[src/rtl/decoder_pkg.sv]
// Shared types for the registered binary decoder: operating modes, FSM states
// and the output-width helper.
package decoder_pkg;

  typedef enum logic [1:0] {
    DIRECT    = 2'b00,
    SCAN_CONT = 2'b01,
    SCAN_ONCE = 2'b10,
    RSVD      = 2'b11
  } mode_e;

  typedef enum logic [1:0] {
    IDLE  = 2'b00,
    SCAN  = 2'b01,
    PAUSE = 2'b10
  } state_e;

  localparam int MAX_IN_BITS = 6;

  function automatic int out_w(input int in_bits);
    return 1 << in_bits;
  endfunction

endpackage

[src/rtl/binary_decoder_seq_dwell_timer.sv]
// Dwell counter for the scan sequencer: counts enabled cycles and flags the
// last cycle of each line's dwell.
module dwell_timer #(
  parameter int DWELL = 4
) (
  input  logic clk,
  input  logic rst,
  input  logic clr,
  input  logic tick_en,
  output logic expire
);

  localparam int CNT_W = (DWELL > 1) ? $clog2(DWELL) : 1;
  localparam logic [CNT_W-1:0] LAST = CNT_W'(DWELL - 1);

  logic [CNT_W-1:0] cnt_q, cnt_d;

  assign expire = tick_en && (cnt_q == LAST);

  always_comb begin
    cnt_d = cnt_q;
    if (clr) begin
      cnt_d = '0;
    end else if (tick_en) begin
      cnt_d = expire ? '0 : cnt_q + 1'b1;
    end
  end

  always_ff @(posedge clk) begin
    if (rst) begin
      cnt_q <= '0;
    end else begin
      cnt_q <= cnt_d;
    end
  end

endmodule

[src/rtl/binary_decoder_seq.sv]
// Registered N-to-2^N decoder with direct decode, a dwell-timed scan sequencer
// (single pass or continuous) and selectable output polarity.
module binary_decoder_seq
  import decoder_pkg::*;
#(
  parameter int IN_BITS    = 2,
  parameter int DWELL      = 4,
  parameter bit ACTIVE_LOW = 1'b0
) (
  input  logic                        clk,
  input  logic                        rst,
  input  logic                        en,
  input  logic [1:0]                  mode,
  input  logic [IN_BITS-1:0]          in,
  input  logic                        start,
  input  logic                        stop,
  output logic [out_w(IN_BITS)-1:0]   out,
  output logic [IN_BITS-1:0]          index,
  output logic                        busy,
  output logic                        done
);

  localparam int OUT_W = out_w(IN_BITS);
  localparam logic [OUT_W-1:0]   IDLE_PAT = ACTIVE_LOW ? '1 : '0;
  localparam logic [OUT_W-1:0]   ONE      = OUT_W'(1);
  localparam logic [IN_BITS-1:0] LAST_IDX = IN_BITS'(OUT_W - 1);

  state_e               state_q, state_d;
  mode_e                run_mode_q, run_mode_d;
  logic [IN_BITS-1:0]   index_q, index_d;
  logic [OUT_W-1:0]     out_q, out_d;
  logic                 done_q, done_d;
  logic                 line_on;
  logic                 tmr_clr, tmr_tick, tmr_expire;
  mode_e                mode_s;
  logic                 scan_req;

  assign mode_s   = mode_e'(mode);
  assign scan_req = (mode_s == SCAN_CONT) || (mode_s == SCAN_ONCE);
  // The edge that leaves PAUSE re-shows the line, so it counts toward the dwell.
  assign tmr_tick = (state_q != IDLE) && en && !stop;

  dwell_timer #(.DWELL(DWELL)) u_dwell (
    .clk     (clk),
    .rst     (rst),
    .clr     (tmr_clr),
    .tick_en (tmr_tick),
    .expire  (tmr_expire)
  );

  always_comb begin
    state_d    = state_q;
    run_mode_d = run_mode_q;
    index_d    = index_q;
    done_d     = 1'b0;
    tmr_clr    = 1'b0;
    line_on    = 1'b0;
    case (state_q)
      IDLE: begin
        if (scan_req) begin
          if (start && !stop && en) begin
            state_d    = SCAN;
            run_mode_d = mode_s;
            index_d    = '0;
            tmr_clr    = 1'b1;
            line_on    = 1'b1;
          end
        end else if (en) begin
          index_d = in;
          line_on = 1'b1;
        end
      end
      SCAN, PAUSE: begin
        if (stop) begin
          state_d = IDLE;
        end else if (!en) begin
          state_d = PAUSE;
        end else begin
          state_d = SCAN;
          line_on = 1'b1;
          if (tmr_expire) begin
            if ((index_q == LAST_IDX) && (run_mode_q == SCAN_ONCE)) begin
              state_d = IDLE;
              done_d  = 1'b1;
              line_on = 1'b0;
            end else begin
              index_d = index_q + 1'b1;
            end
          end
        end
      end
      default: state_d = IDLE;
    endcase
    out_d = (line_on ? (ONE << index_d) : '0) ^ IDLE_PAT;
  end

  always_ff @(posedge clk) begin
    if (rst) begin
      state_q    <= IDLE;
      run_mode_q <= DIRECT;
      index_q    <= '0;
      out_q      <= IDLE_PAT;
      done_q     <= 1'b0;
    end else begin
      state_q    <= state_d;
      run_mode_q <= run_mode_d;
      index_q    <= index_d;
      out_q      <= out_d;
      done_q     <= done_d;
    end
  end

  assign out   = out_q;
  assign index = index_q;
  assign busy  = (state_q != IDLE);
  assign done  = done_q;

endmodule

[config.mk]
export PLATFORM = sky130hd
export DESIGN_NAME = binary_decoder_seq
export DESIGN_NICKNAME = d
export VERILOG_FILES = /design/src/rtl/decoder_pkg.sv /design/src/rtl/binary_decoder_seq_dwell_timer.sv /design/src/rtl/binary_decoder_seq.sv
export SDC_FILE = /design/constraint.sdc
export NUM_CORES = 1
export LEC_CHECK = 0
export ABC_CLOCK_PERIOD_IN_PS = 3500
export BUFFER_PORTS_ARGS = -buffer_cell sky130_fd_sc_hd__buf_2
export CORE_MARGIN = 2
export CORE_UTILIZATION = 54
export DETAILED_ROUTE_END_ITERATION = 10
export GPL_ROUTABILITY_DRIVEN = 0
export GPL_TIMING_DRIVEN = 0
export PLACE_DENSITY = 0.8
export SLEW_MARGIN = 15
export SYNTH_ARGS = -nofsm -noshare
export SYNTH_HDL_FRONTEND = slang
export SYNTH_SLANG_ARGS = --single-unit
[constraint.sdc]
create_clock -name clk -period 3.5 [get_ports clk]
set_clock_uncertainty 0.15 [all_clocks]
set_input_delay 0.7 -clock clk [delete_from_list [all_inputs] [get_ports clk]]
set_output_delay 0.7 -clock clk [all_outputs]
set_load 0.05 [all_outputs]
======== Yosys cells after proc, flatten, opt, wreduce, memory -nomap -nowiden ========
Index checks and enable logic that the tools add are counted.
cells by class
  add/sub/neg operators ................... 2
  equal/unequal tests ..................... 9
  shift-type cells ........................ 1
  muxes and demuxes ....................... 27
  bitwise operators ....................... 4
  reductions and logical operators ........ 16
operator list
  kind                                                               count
  2-bit 2-to-1 mux                                                   12
  1-bit 2-to-1 mux                                                   12
  2-bit == test, second input constant                               5
  2-bit case mux with 2 select lines                                 2
  1-bit logical AND                                                  6
  2-bit OR reduction                                                 3
  5-bit OR reduction                                                 1
  2-bit by 1-bit adder with 2-bit output, second input constant      2
  2-bit by 1-bit == test with 1-bit output, second input constant    2
  2-bit != test, second input constant                               2
  1-bit inverter                                                     4
  1-bit by 2-bit left shift with 4-bit output, first input constant  1
  3-bit AND reduction                                                1
  2-bit logical NOT                                                  1
  1-bit case mux with 2 select lines                                 1
  2-bit AND reduction                                                1
  2-bit nonzero test                                                 1
  1-bit logical NOT                                                  1
  1-bit logical OR                                                   1
word-level totals
  bits in registers ....................... 13
  bits of input ports ..................... 9
  output and inout port bits .............. 8
  logic and storage cells ................. 65

======== Longest topological paths before layout ========
  word-level depth ........................ 10
  mapped depth ............................ 7
  depth with buffers taken out ............ 7

======== Hierarchy ========
Synthesis repeated with hierarchy kept, for this count alone.
second synthesis, totals
  cell total of the unflattened synthesis .. 80
  area total of the unflattened synthesis .. 758.2 µm²
by module, submodules not included
  module              times used  cells each  area an instance (µm²)  seq. area each (µm²)
  binary_decoder_seq  1           71          656.9                   220.2
  dwell_timer         1           9           101.3                   40.0

======== Worst setup path before layout ========
Ideal clock, no wire load.
  path kind ............................... register to register
  from .................................... register index_q[1], in the netlist index[1]
  to ...................................... register out_q[1], in the netlist out[1]
  library setup time ...................... 0.073 ns
  arrival ................................. 1.987 ns
  required time ........................... 3.277 ns
  path slack .............................. 1.290 ns
  cell stages (with the launch flop) ...... 7
  buffers on the path ..................... 0
  clock period less this slack ............ 2.210 ns
  cell sequence ........................... dfxtp_1 ha_1 nand2_1 o211ai_4 mux2_4 a221oi_4 nor3b_2
on the way
  cells in the longest elaborated chain, start to end .. 9
  elaborated cells on any way between the ends .. 19
  classes of those cells .................. add/sub (1); eq/ne (1); shift (1); mux (13); bitwise (1); reduce/logical (2)
ends and longest elaborated chain
  item                                                                            RTL line                   text
  from (decl)                                                                     binary_decoder_seq.sv:30   logic [IN_BITS-1:0] index_q, index_d;
  from (signal assigned)                                                          binary_decoder_seq.sv:107  index_q <= index_d;
  branches (longest 9 deep; another with 2-bit by 1-bit adder with 2-bit output)  -
  to (signal assigned)                                                            binary_decoder_seq.sv:108  out_q <= out_d;
  to (decl)                                                                       binary_decoder_seq.sv:31   logic [OUT_W-1:0] out_q, out_d;
Parallel ways; which one is timed is not known.
A chain may end at the register's enable or synchronous reset.

======== Final worst setup path ========
  from .................................... register state_q[0]
  to ...................................... register out_q[1], in the netlist out[1]
on the way
  cells in the longest elaborated chain, start to end .. 10
  elaborated cells on any way between the ends .. 19
  classes of those cells .................. eq/ne (2); shift (1); mux (8); bitwise (1); reduce/logical (7)
ends and longest elaborated chain
  item                                RTL line                              text
  from (decl)                         binary_decoder_seq.sv:28              state_e state_q, state_d;
  from (signal assigned)              binary_decoder_seq.sv:105             state_q <= state_d;
  2-bit nonzero test                  binary_decoder_seq.sv:41              assign tmr_tick = (state_q != IDLE) && en && !stop;
  1-bit logical AND (2 in a row)      binary_decoder_seq.sv:41
  1-bit logical AND                   binary_decoder_seq_dwell_timer.sv:18  assign expire = tick_en && (cnt_q == LAST);
  1-bit 2-to-1 mux                    binary_decoder_seq.sv:81              if (tmr_expire) begin
  1-bit 2-to-1 mux                    binary_decoder_seq.sv:76              end else if (!en) begin
  1-bit 2-to-1 mux                    binary_decoder_seq.sv:74              if (stop) begin
  1-bit case mux with 2 select lines  binary_decoder_seq.sv:58              case (state_q)
  1-bit inverter (no line)            -
  2-bit OR reduction (no line)        -
Parallel ways exist; a longest one is shown, timed or not.

==> impl_metrics.py <==
metrics = {
    "cts": {
        "cts_setup_buffers": 0,
        "cts.reportedPaths.clkPinSlew_ns": 0.08,
        "clkSinkCount": 13,
        "cts_resized": 0,
        "cts_tree": "done",
        "h-tree-depth": 1,
        "cts_root_buf": "clkbuf_4",
        "clock_latency_ns": 0.27,
        "hold_buffers": 0,
        "clk_path_buf_depth": 2,
        "numCtsBuffers": 3,
    },
    "grt": {
        "grt_overflow": 0,
        "grt_max_degree": 11,
        "grt_pass1_wl_um": 2280,
        "grt_use_total_pct": 21.6,
        "grt_pass1_vias": 544,
        "antenna_found_initial": 0,
    },
    "pwr": {
        "leakagePower_nw": 0.391,
        "power_switching_uw": 129,
        "combPwrFrac_pct": 32.2,
        "seq_power_share_pct": 43.7,
        "switching_share_pct": 34.6,
        "p_int_uw": 244,
        "power_density_mw_per_mm2": 440,
        "vdd_drop_max_v": 0.000339,
        "clockPowerShare_pct": 24.0,
    },
    "synthesis": {
        "synth_top_cell_by_area": "dfxtp_1",
        "avgSynthCellArea_um2": 9.84,
        "synth-edff-count": 0,
        "ys_ff_latch": 13,
        "syn_nets": 87,
        "ys_types": 34,
        "yosys_warnings": 0,
        "ys.flop_type": "dfxtp_1",
        "ys_seq_area_share_pct": 35.7,
        "synthTopCellsByCount": "dfxtp_1 (13), nor2_1 (8), inv_1 (6)",
        "synth.most_common_cell": "dfxtp_1",
        "netlist_area_um2": 728,
        "synth_top_area_share_pct": 35.7,
        "async_flop_share_pct": 0,
        "syn_inst": 74,
        "synth.area.top_cells": "dfxtp_1 (36%), ha_1 (6.9%), mux2i_1 (6.9%), nor2_1 (4.1%), a221oi_4 (3.6%)",
    },
    "floorplan": {
        "num_rows": 13,
        "io_pins": 17,
        "die_h_um": 40.7,
        "core_area_mm2": 0.00128,
        "design.die.area_mm2": 0.00166,
        "die_w_um": 40.7,
        "start_util_pct": 56.7,
    },
    "routing": {
        "met1_length_um": 634,
        "final_antenna_net_count": 0,
        "drtPass1Iterations": 4,
        "wl_um": 1440,
        "met2_length_um": 699,
        "vias": 588,
        "via_per_inst": 5.44,
        "top_layer": "met4",
        "drtIter0Drc": 3,
        "wl_met3_um": 88,
        "wire_per_inst_um": 13.3,
        "drc": 0,
    },
    "worst_setup_path": {
        "startpoint_type": "flop",
        "end_kind": "flop",
        "cp.arrival_ns": 2.35,
        "r2r_start": "state_q[0]$_SDFFE_PP0P_",
        "cp.required_ns": 3.55,
        "r2r_cells": 7,
        "startpoint": "state_q[0]$_SDFFE_PP0P_",
        "reg2reg_slack_ns": 1.20,
        "r2r_end": "out[1]$_SDFF_PP0_",
        "path_max_fanout": 8,
        "worstSetupPathType": "flop to flop",
    },
    "finish": {
        "finalNonFillerCells": 108,
        "layout-drive-gt1-share_pct": 25.8,
        "nets": 107,
        "antennaDiodeCount": 0,
        "fill_cells": 126,
        "areaGrowthSynthToFinish_pct": 16.5,
    },
    "min_path": {
        "hold_path_end": "u_dwell.cnt_q[1]$_SDFFE_PP0P_",
        "hp-class": "flop to flop",
        "hold_path_startpoint": "u_dwell.cnt_q[1]$_SDFFE_PP0P_",
        "whs_path_depth": 2,
    },
    "sta": {
        "fmax_mhz": 435,
        "final-setup-viol-count": 0,
        "drv_slew": 0,
        "rsz0062_at_grt": "false",
        "fin_tns_setup_ns": 0,
        "post-route-period-util_pct": 65.6,
        "fin_crit_ns": 2.30,
        "worstMarginPinSlew_ns": 0.499,
        "relSlewSlack_pct": 66.4,
        "hold_viol": 0,
    },
    "placed_design": {
        "port_buffers": 15,
        "dp_hpwl_um": 1130,
        "dp.cells": 104,
    },
    "job": {
        "max-cap-violations": 0,
    },
    "run_status": {
        "status": "finished, final reports clean",
    },
}
## placed cells by master (no fill, tap or decap), types with 2 or more instances in the layout
master | Yosys | layout
dfxtp_1 | 13 | 13
ha_1 | 4 | 4
mux2i_1 | 5 | 5
buf_2 | 0 | 15
and3_1 | 2 | 2
clkbuf_4 | 0 | 3
a21oi_1 | 2 | 2
nor2_1 | 8 | 8
nor2b_1 | 2 | 2
nand2_1 | 3 | 3
clkbuf_1 | 1 | 2
nor4b_1 | 2 | 2
nor3_1 | 3 | 3
nand2b_1 | 2 | 2
inv_1 | 6 | 6
## worst max-delay path: stages, from the launching register on
cell,delay [ns]
dfxtp_1,0.37
inv_1,0.06
ha_1,0.30
nor3b_4,0.37
o211ai_4,0.14
mux2_4,0.33
a221oi_4,0.30
nor3b_2,0.21
## registers in the layout, summed over array words and instances (netlist names)
register	cells
done	1
run_mode_q	2
state_q	2
index	2
out	4
u_dwell.cnt_q	2
## per-layer routing
| layer | track usage (%) | vias to the layer above |
|---|---|---|
| li1 | - | 301 |
| met1 | 22.7 | 263 |
| met2 | 38.9 | 22 |
| met3 | 6.52 | 2 |
| met4 | 10.0 | 0 |
| met5 | 0 | - |
## layout make-up
| cell class | instances | area, um2 | area share (%) |
|---|---|---|---|
| repair buffers | 15 | 75.1 | 8.85 |
| plain buffers | 2 | 7.51 | 0.885 |
| flip-flops and latches | 13 | 260 | 30.7 |
| inverters | 6 | 22.5 | 2.65 |
| multi-input cells | 53 | 438 | 51.6 |
| well taps | 15 | 18.8 | 2.21 |
| clock buffers | 4 | 26.3 | 3.10 |
## how the worst max path moves through the flow
stage,depth (start not counted),end,slack [ns]
final,7,out[1]$_SDFF_PP0_,1.20
after global routing,7,out[1]$_SDFF_PP0_,1.04
after CTS,7,out[1]$_SDFF_PP0_,1.19
after detailed placement,6,out[1]$_SDFF_PP0_,1.10
after global placement,6,out[1]$_SDFF_PP0_,1.13
after floorplan,6,out[1]$_SDFF_PP0_,1.29
## per-stage QoR
stage | instance area [um2] | util, % | setup WS [ns] | total power, mW | hold slack [ns]
after floorplan | 728 | - | 1.29 | 0.259 | 0.333
after global placement | 822 | 64.0 | 1.13 | 0.281 | 0.359
after detailed placement | 822 | 64.0 | 1.10 | 0.287 | 0.373
after CTS | 848 | 66.0 | 1.19 | 0.375 | 0.388
after global routing | 848 | 66.0 | 1.04 | 0.392 | 0.420
final | 848 | 66.0 | 1.20 | 0.373 | 0.389
## power groups by stage
stage | Clock (mW) | Sequential [mW] | Combinational, mW
5_1_grt | 0.0966 | 0.164 | 0.131
3_5_place_dp | 0 | 0.167 | 0.120
2_1_floorplan | 0 | 0.179 | 0.0802
3_3_place_gp | 0 | 0.166 | 0.115
6_report | 0.0897 | 0.163 | 0.120
4_1_cts | 0.0910 | 0.163 | 0.121
## cells by family after synthesis
kind of cell    Yosys count  synth area share, %
xor+xnor                  1                 1.20
flops                    13                 35.7
buf+inv                   8                 4.12
fa+ha+maj                 4                 6.87
compound gates           11                 16.8
simple gates             31                 26.3
mux                       6                 8.93
Power figures use the tool's default switching activity.
